**src/rtl/fp_add_arbiter.sv**
```systemverilog
// fp_add_arbiter: round-robin sharing of one fp_adder between NUM_REQ requesters,
// with start/done sequencing, a drain phase and a watchdog on a hung adder.
module fp_add_arbiter #(
   parameter int NUM_REQ = 4,
   parameter int IDX_W = 2,
   parameter int TIMEOUT = 64
) (
   input  logic                 clk,
   input  logic                 reset,
   input  logic [NUM_REQ-1:0]   req_valid,
   input  logic [32*NUM_REQ-1:0] req_a,
   input  logic [32*NUM_REQ-1:0] req_b,
   input  logic [NUM_REQ-1:0]   req_sub,
   output logic [NUM_REQ-1:0]   req_ready,
   output logic [NUM_REQ-1:0]   resp_valid,
   output logic [31:0]          resp_result,
   output logic                 resp_overflow,
   output logic                 resp_underflow,
   output logic                 resp_error,
   output logic                 busy,
   output logic [31:0]          add_a,
   output logic [31:0]          add_b,
   output logic                 add_sub,
   output logic                 add_start,
   input  logic [31:0]          add_result,
   input  logic                 add_done,
   input  logic                 add_overflow,
   input  logic                 add_underflow
);
   localparam int CW = $clog2(TIMEOUT + 1);
   typedef enum logic [1:0] {IDLE, WAIT, DRAIN} state_t;
   state_t state;
   logic [IDX_W-1:0] rr_ptr, cur, pick;
   logic [IDX_W:0] sel;
   logic hit;
   logic [CW-1:0] cnt;
   // Walk offsets downward so the smallest offset from rr_ptr wins.
   always_comb begin
      pick = '0;
      hit = 1'b0;
      sel = '0;
      for (int i = NUM_REQ - 1; i >= 0; i--) begin
         sel = {1'b0, rr_ptr} + (IDX_W+1)'(i);
         if (sel >= (IDX_W+1)'(NUM_REQ)) sel = sel - (IDX_W+1)'(NUM_REQ);
         if (req_valid[sel[IDX_W-1:0]]) begin
            hit = 1'b1;
            pick = sel[IDX_W-1:0];
         end
      end
   end
   always_ff @(posedge clk or posedge reset) begin
      if (reset) begin
         state <= IDLE;
         rr_ptr <= '0;
         cur <= '0;
         cnt <= '0;
         req_ready <= '0;
         resp_valid <= '0;
         resp_result <= '0;
         resp_overflow <= 1'b0;
         resp_underflow <= 1'b0;
         resp_error <= 1'b0;
         busy <= 1'b0;
         add_a <= '0;
         add_b <= '0;
         add_sub <= 1'b0;
         add_start <= 1'b0;
      end else begin
         req_ready <= '0;
         resp_valid <= '0;
         case (state)
            IDLE: if (hit) begin
               add_a <= req_a[{pick, 5'd0} +: 32];
               add_b <= req_b[{pick, 5'd0} +: 32];
               add_sub <= req_sub[pick];
               req_ready <= NUM_REQ'(1) << pick;
               add_start <= 1'b1;
               cnt <= '0;
               cur <= pick;
               rr_ptr <= (pick == IDX_W'(NUM_REQ - 1)) ? '0 : pick + 1'b1;
               busy <= 1'b1;
               state <= WAIT;
            end
            WAIT: if (add_done) begin
               resp_result <= add_result;
               resp_overflow <= add_overflow;
               resp_underflow <= add_underflow;
               resp_error <= 1'b0;
               resp_valid <= NUM_REQ'(1) << cur;
               add_start <= 1'b0;
               state <= DRAIN;
            end else if (cnt == CW'(TIMEOUT - 1)) begin
               resp_result <= 32'h7FC0_0000;
               resp_overflow <= 1'b0;
               resp_underflow <= 1'b0;
               resp_error <= 1'b1;
               resp_valid <= NUM_REQ'(1) << cur;
               add_start <= 1'b0;
               state <= DRAIN;
            end else begin
               cnt <= cnt + 1'b1;
            end
            // Hold off the next start until the adder has dropped done.
            DRAIN: if (!add_done) begin
               state <= IDLE;
               busy <= 1'b0;
            end
            default: state <= IDLE;
         endcase
      end
   end
endmodule

```
**config.mk**
```make
export PLATFORM = sky130hd
export DESIGN_NAME = fp_add_arbiter
export DESIGN_NICKNAME = d
export VERILOG_FILES = /design/src/rtl/fp_add_arbiter.sv
export SDC_FILE = /design/constraint.sdc
export NUM_CORES = 1
export LEC_CHECK = 0
export ABC_CLOCK_PERIOD_IN_PS = 5300
export CORE_AREA = 5 5 155 157
export CTS_CLUSTER_DIAMETER = 150
export DETAILED_ROUTE_END_ITERATION = 7
export DIE_AREA = 0 0 160 162
export GPL_TIMING_DRIVEN = 0
export PLACE_DENSITY = 0.66
export SLEW_MARGIN = 30
export SYNTH_ARGS = -nofsm -noshare
export SYNTH_HDL_FRONTEND = slang
export SYNTH_SLANG_ARGS = --single-unit
export TNS_END_PERCENT = 5
```
**constraint.sdc**
```tcl
create_clock -name clk -period 5.3 [get_ports clk]
set_clock_uncertainty 0.15 [all_clocks]
set_input_delay 1.59 -clock clk [delete_from_list [all_inputs] [get_ports clk]]
set_output_delay 1.59 -clock clk [all_outputs]
set_load 0.05 [all_outputs]
```
==> reports/qor.yml <==
outcome:
  status: "finished clean"
timing:
  setup_viol: 0
  fin_hold_ws_ps: 336.9
  tns_ps: 0
  slew_headroom_pct: 46.06
  hold_viol: 0
  worst_pin_slew_ps: 809.1
  rsz0062_at_grt: "no"
  max_freq_mhz: 270.7
  period_share_pct: 69.69
  slew_violations: 0
  finalCriticalPeriod_ps: 3694
layout:
  seq_area_mm2: 0.003078
  nNetsFinal: 1301
  multi_input_area_mm2: 0.003047
  n_fill_cell: 2066
  drive_above_1_share_pct: 9.199
  area_growth_pct: 79.25
  fin_cells: 1298
floorplanning:
  die_h_um: 162
  start_util_pct: 28.92
  rows: 55
  dieArea_mm2: 0.02592
  ios: 411
  core-area_mm2: 0.02237
  die_w_um: 160
yosys:
  syn_area_per_cell_um2: 11.39
  netlist_instances: 568
  synth_warnings: 0
  yosysUniqueCellTypes: 42
  netlist_area_mm2: 0.006469
  synth-seq-cells: 123
  ys_seq_area_share_pct: 47.58
  synthesis.nets: 871
global_route:
  track_usage_pct: 21.18
  antenna_found_initial: 5
  grt_max_degree: 74
  grt_pass1_wl_um: 42280
  grt_pass1_vias: 6756
  grt_overflow_total: 0
worst_setup_path:
  path_delay_family: "buffers and inverters"
  path_cells: "clkdlybuf4s50_1 > nor4_2 > or3_1 > buf_2 > clkbuf_1 > nand2_1 > o221ai_1"
  reg2reg_depth: 8
  slowest_stage: "clkbuf_1"
  required_ps: 5470
  cp-startpoint: "req_valid[0]"
  path_depth: 7
  reg2reg_slack_ps: 2940
  worst-path-max-fanout: 10
  endpoint: "add_a[16]"
  crit_type: "primary input to flop"
  critPathMaxStageDelay_ps: 650
  crit_path_start_kind: "primary input"
  path_buf_inv: 3
  r2r-start: "rr_ptr[1]"
  endpoint_kind: "flop"
  reg2reg_to: "add_b[15]"
  cp.arrival_ps: 3860
power_and_ir_drop:
  p_switching_mw: 3.476
  swShare_pct: 48.30
  power_mw: 7.198
  intPower_mw: 3.722
  vdd_ir_drop_max_v: 0.0004132
  p_clk_share_pct: 17.5
  combPwrFrac_pct: 60.1
  p_seq_share_pct: 22.4
  p_leak_nw: 4.922
  power_density_mw_per_mm2: 620.8
clock_tree:
  clock_path_buffers: 2
  clock_latency_ps: 410
  cts_setup_buffers: 0
  clockRootBuffer: "clkbuf_16"
  ctsHoldBuffers: 0
  cts_resized: 0
  clock_sinks: 123
  cts_made_buffers: 17
  cts_tree: "built"
  cts.clk_slew.worst_paths_ps: 70
  htree_levels: 4
job:
  maxCapViolations: 0
drt:
  drc: 0
  final_antenna_net_count: 0
  wl_per_cell_um: 21.91
  drt_iter0_drc: 288
  vias: 6397
  vias_per_cell: 4.928
  dr.pass1.iters: 5
  wl_um: 28430
placed_design:
  dp.cells: 1264
  portBuffers: 410
  dpl.hpwl_um: 22240
  place_congestion: 0.8161
min_path:
  hold_path_class: "flop to flop"
  holdPathStages: 2
[metrics by stage]
stage | setup slack (ps) | util (%) | cell area, um2
floorplan | 289.1 | - | 6469
global placement | -1764 | 48.87 | 10930
detailed placement | 1134 | 49.02 | 10960
CTS | 1561 | 51.82 | 11590
global route | 1427 | 51.84 | 11590
finish | 1606 | 51.84 | 11590
[cells in the final DEF (no fill, tap or decap), types with 4 or more instances in the layout]
master,n
a21oi_1,17
a22o_1,25
a31oi_1,9
buf_2,14
buf_4,9
clkbuf_1,20
clkbuf_16,17
clkdlybuf4s50_1,410
dfrtp_1,123
inv_1,12
inv_6,6
inv_8,4
mux2i_1,132
nand2_1,81
nor2_1,11
nor3_1,4
o221ai_1,45
o221ai_2,20
xnor2_1,4
[state kept, by name (all words and copies together) (netlist names)]
register,count
rr_ptr,2
resp_overflow,1
resp_result,32
resp_valid,4
add_b,32
cnt,7
resp_error,1
add_start,1
req_ready,4
add_a,32
cur,2
add_sub,1
busy,1
resp_underflow,1
state,2
[worst min-delay path by stage]
stage	startpoint	endpoint	slack [ps]
finish	add_a[27]	add_a[27]	340
global route	add_b[13]	add_b[13]	360
CTS	add_a[30]	add_a[30]	340
detailed placement	add_a[30]	add_a[30]	320
global placement	add_b[19]	add_b[19]	320
floorplan	cur[0]	resp_valid[2]	310
[power by group through the flow]
stage | clock [mW] | sequential (mW) | combinational, mW
after floorplan | 0 | 2.94 | 1.46
after global placement | 0 | 1.61 | 4.35
after detailed placement | 0 | 1.61 | 4.37
after CTS | 1.29 | 1.61 | 4.37
after global routing | 1.33 | 1.67 | 4.57
final | 1.26 | 1.61 | 4.32
[tightest hold or removal path, cell delays in order (launching register included)]
cell	delay, ps
dfrtp_1	330
nand2_1	50
o221ai_1	60
[logic make-up (layout without fill, tap and decap cells)]
logic type | after synthesis | after routing | share of synthesized area (%)
AOI/OAI and AO/OA | 131 | 131 | 18.30
xor gates and xnor gates | 4 | 4 | 0.5415
adders and majority gates | 2 | 2 | 0.3868
buffers and inverters | 64 | 507 | 5.319
DFF | 123 | 123 | 47.58
muxes | 132 | 132 | 20.43
other | 0 | 2 | 0
and+or+nand+nor | 112 | 112 | 7.447
[synth_stat cells (all sizes together)]
cell / n / share of area (%)
a2111o: 1 / 0.17
a2111oi: 3 / 0.41
a211oi: 1 / 0.19
a21boi: 1 / 0.12
a21oi: 17 / 1.3
a22o: 25 / 3.4
a31o: 1 / 0.14
a31oi: 9 / 0.87
and2: 1 / 0.097
and3: 1 / 0.097
and4: 1 / 0.14
buf: 28 / 3.2
clkbuf: 21 / 1.3
dfrtp: 123 / 48
ha: 2 / 0.39
inv: 15 / 0.87
mux2i: 132 / 20
nand2: 83 / 4.9
nand2b: 1 / 0.097
nand3: 3 / 0.23
nor2: 11 / 0.64
nor3: 6 / 0.62
nor3b: 2 / 0.23
nor4: 1 / 0.19
o21a: 2 / 0.23
o21ai: 3 / 0.23
o221ai: 65 / 11
o22ai: 1 / 0.19
o31ai: 2 / 0.31
or3: 1 / 0.097
or4: 1 / 0.12
xnor2: 4 / 0.54
[area by class of cell]
class	instances	area share (%)
sequential	123	26.55
clock inverter	15	1.727
clock buffer	17	3.669
multi-input combinational	381	26.28
timing repair buffer	411	35.63
tap	285	3.075
inverter	15	0.5503
antenna	2	0.04316
buffer	49	2.482
[routing by layer]
layer | wire length [um] | track usage [%] | up-vias | part of all wire [%]
met1 | 11440 | 25.67 | 3093 | 40
met2 | 14180 | 36.34 | 273 | 50
li1 | - | - | 2995 | -
met5 | 41 | 0 | - | 0.14
met4 | 496 | 5.241 | 6 | 1.7
met3 | 2276 | 7.257 | 30 | 8.0
(Power assumes the default switching activity.)
==> patch: new RTL, same settings <==
Re-encode `state_t` (3 states) as one-hot, 3 bits wide.
--- a/src/rtl/fp_add_arbiter.sv
+++ b/src/rtl/fp_add_arbiter.sv
@@ -28,7 +28,7 @@
    input  logic                 add_underflow
 );
    localparam int CW = $clog2(TIMEOUT + 1);
-   typedef enum logic [1:0] {IDLE, WAIT, DRAIN} state_t;
+   typedef enum logic [2:0] {IDLE = 3'b001, WAIT = 3'b010, DRAIN = 3'b100} state_t;
    state_t state;
    logic [IDX_W-1:0] rr_ptr, cur, pick;
    logic [IDX_W:0] sel;
Behaviour: same outputs for any inputs over 4 cycles, from zero or initial values and one cycle with reset high; so few cycles prove little.
==> patch against the original RTL <==
Area after synthesis grew 3.0%. Global-route usage up 0.68 points. Non-clock buffer count is 8 higher. Power increased by 0.42%. Sequential cell count increased by 1. Setup slack worse by 0.18 ns. Cell area is 1.1% higher. Via count is 13% higher. Routed wire length increased by 4.9%.
==> patch: results (changes against the original RTL) <==
final cell count without fillers=1493 (+15%); arithmetic-cell share of the synthesized area counting full adders, half adders and majority gates=0.376% (-0.011 points); Unique masters post-synth=41 (-2.4%); cells after synthesis=765 (+35%); maximum number of pins on one net before global-route repair=83 (+12%); multiplexer share of the synthesized area=0.150% (-20 points); Final Routed Wirelength=29800 um (+4.9%); Crit path arrival time=4.05 ns (+0.19 ns); top flip-flop cell by instance count after synthesis=dfrtp_1; GR Util met2=37.2% (+0.91 points); highest fanout seen on the critical path=10 (unchanged); most common library cells after synthesis=nand2_1, dfrtp_1, nor2_1; Multi-In Gates=577 (+51%); Buffers, non-clock=468 (+1.7%); Routed met1 length=12000 um (+4.4%); result of the run=finished, final reports clean; Overall Global Routing Usage=21.9% (+0.68 points); placement-stage cell area=0.0112 mm^2 (+1.8%); sequential cell area fraction in the yosys report=46.6% (-1.0 points); Power per Cell Area=616 mW/mm^2 (-0.71%); met1 layer usage reported by global route=25.3% (-0.37 points); fraction of the mapped netlist area in compound gates=18.6% (+0.33 points); routability congestion estimate=0.890 (+9.1%); flip-flop and latch share of the layout cell area=26.5% (-0.073 points); number of logic inverters in the finished layout=7 (-8); amount of wire on met2 after detailed routing=14400 um (+1.6%); power in combinational cells=4.45 mW (+3%); worst rel slew slack=44.8% (-1.2 points); number of flip-flops and latches in the synthesized netlist=124 (+0.81%); number of global-route vias before repair=7486 (+11%); ratio of cells with drive above 1 in the final layout=9.52% (+0.32 points); post-layout utilization of the core=52.4% (+0.59 points); worst slack after detailed placement=0.901 ns (-0.234 ns); met3 track demand over resource in global routing=7.18% (-0.076 points); share of cell area taken by multi-input logic gates=27.7% (+1.5 points); switching power total=3.58 mW (+2.9%); DR vias/cell=4.86 (-1.4%); post-detail-place hpwl=23500 um (+5.5%); n_diodes=0 (-2); number of gates given a new drive strength after cts=0 (unchanged); clock network share of area=4.83% (-0.56 points); number of nets produced by synthesis=1068 (+23%); number of filler instances in the final layout=2137 (+3.4%); Layout non-clock buf frac=37.6% (-0.48 points); initial antenna violation count=0 (-5); worst voltage drop across the vdd grid=0.257 mV (-38%); biggest area contributors in the synthesized netlist=dfrtp_1, nand2_1, a311oi_2; number of warnings reported in the yosys synthesis log=0 (unchanged); Iter 0 DRT Violations=314 (+9.0%); leakage=5.06 nW (+2.9%); top sig layer=met4; first-pass GRT wire length=43600 um (+3.2%); xor and xnor fraction of the mapped netlist area=0.394% (-0.15 points); detailed route wirelength on metal3=2360 um (+3.9%)
-- patch: cell families after synthesis --
family,after synthesis
flip-flops,124
adder cells (fa/ha/maj),2
AND/OR/NAND/NOR,452
multiplexers,1
AO/OA/AOI/OAI,119
buffers and inverters,64
XOR/XNOR,3
-- patch: worst paths after layout --
check,from,end,slack (ns),cells past startpoint
setup reg to reg,rr_ptr[1]$_DFFE_PP0P_,add_a[23]$_DFFE_PP0P_,2.68,7
max in group asynchronous,reset,state[0]$_DFFE_PP1P_,2.86,3
hold / removal,resp_result[24]$_DFFE_PP0P_,resp_result[24]$_DFFE_PP0P_,0.34,1
hold reg to reg,resp_result[24]$_DFFE_PP0P_,resp_result[24]$_DFFE_PP0P_,0.34,1
min in group asynchronous,reset,resp_result[12]$_DFFE_PP0P_,1.40,2
setup / recovery,req_valid[0],add_a[23]$_DFFE_PP0P_,1.42,8
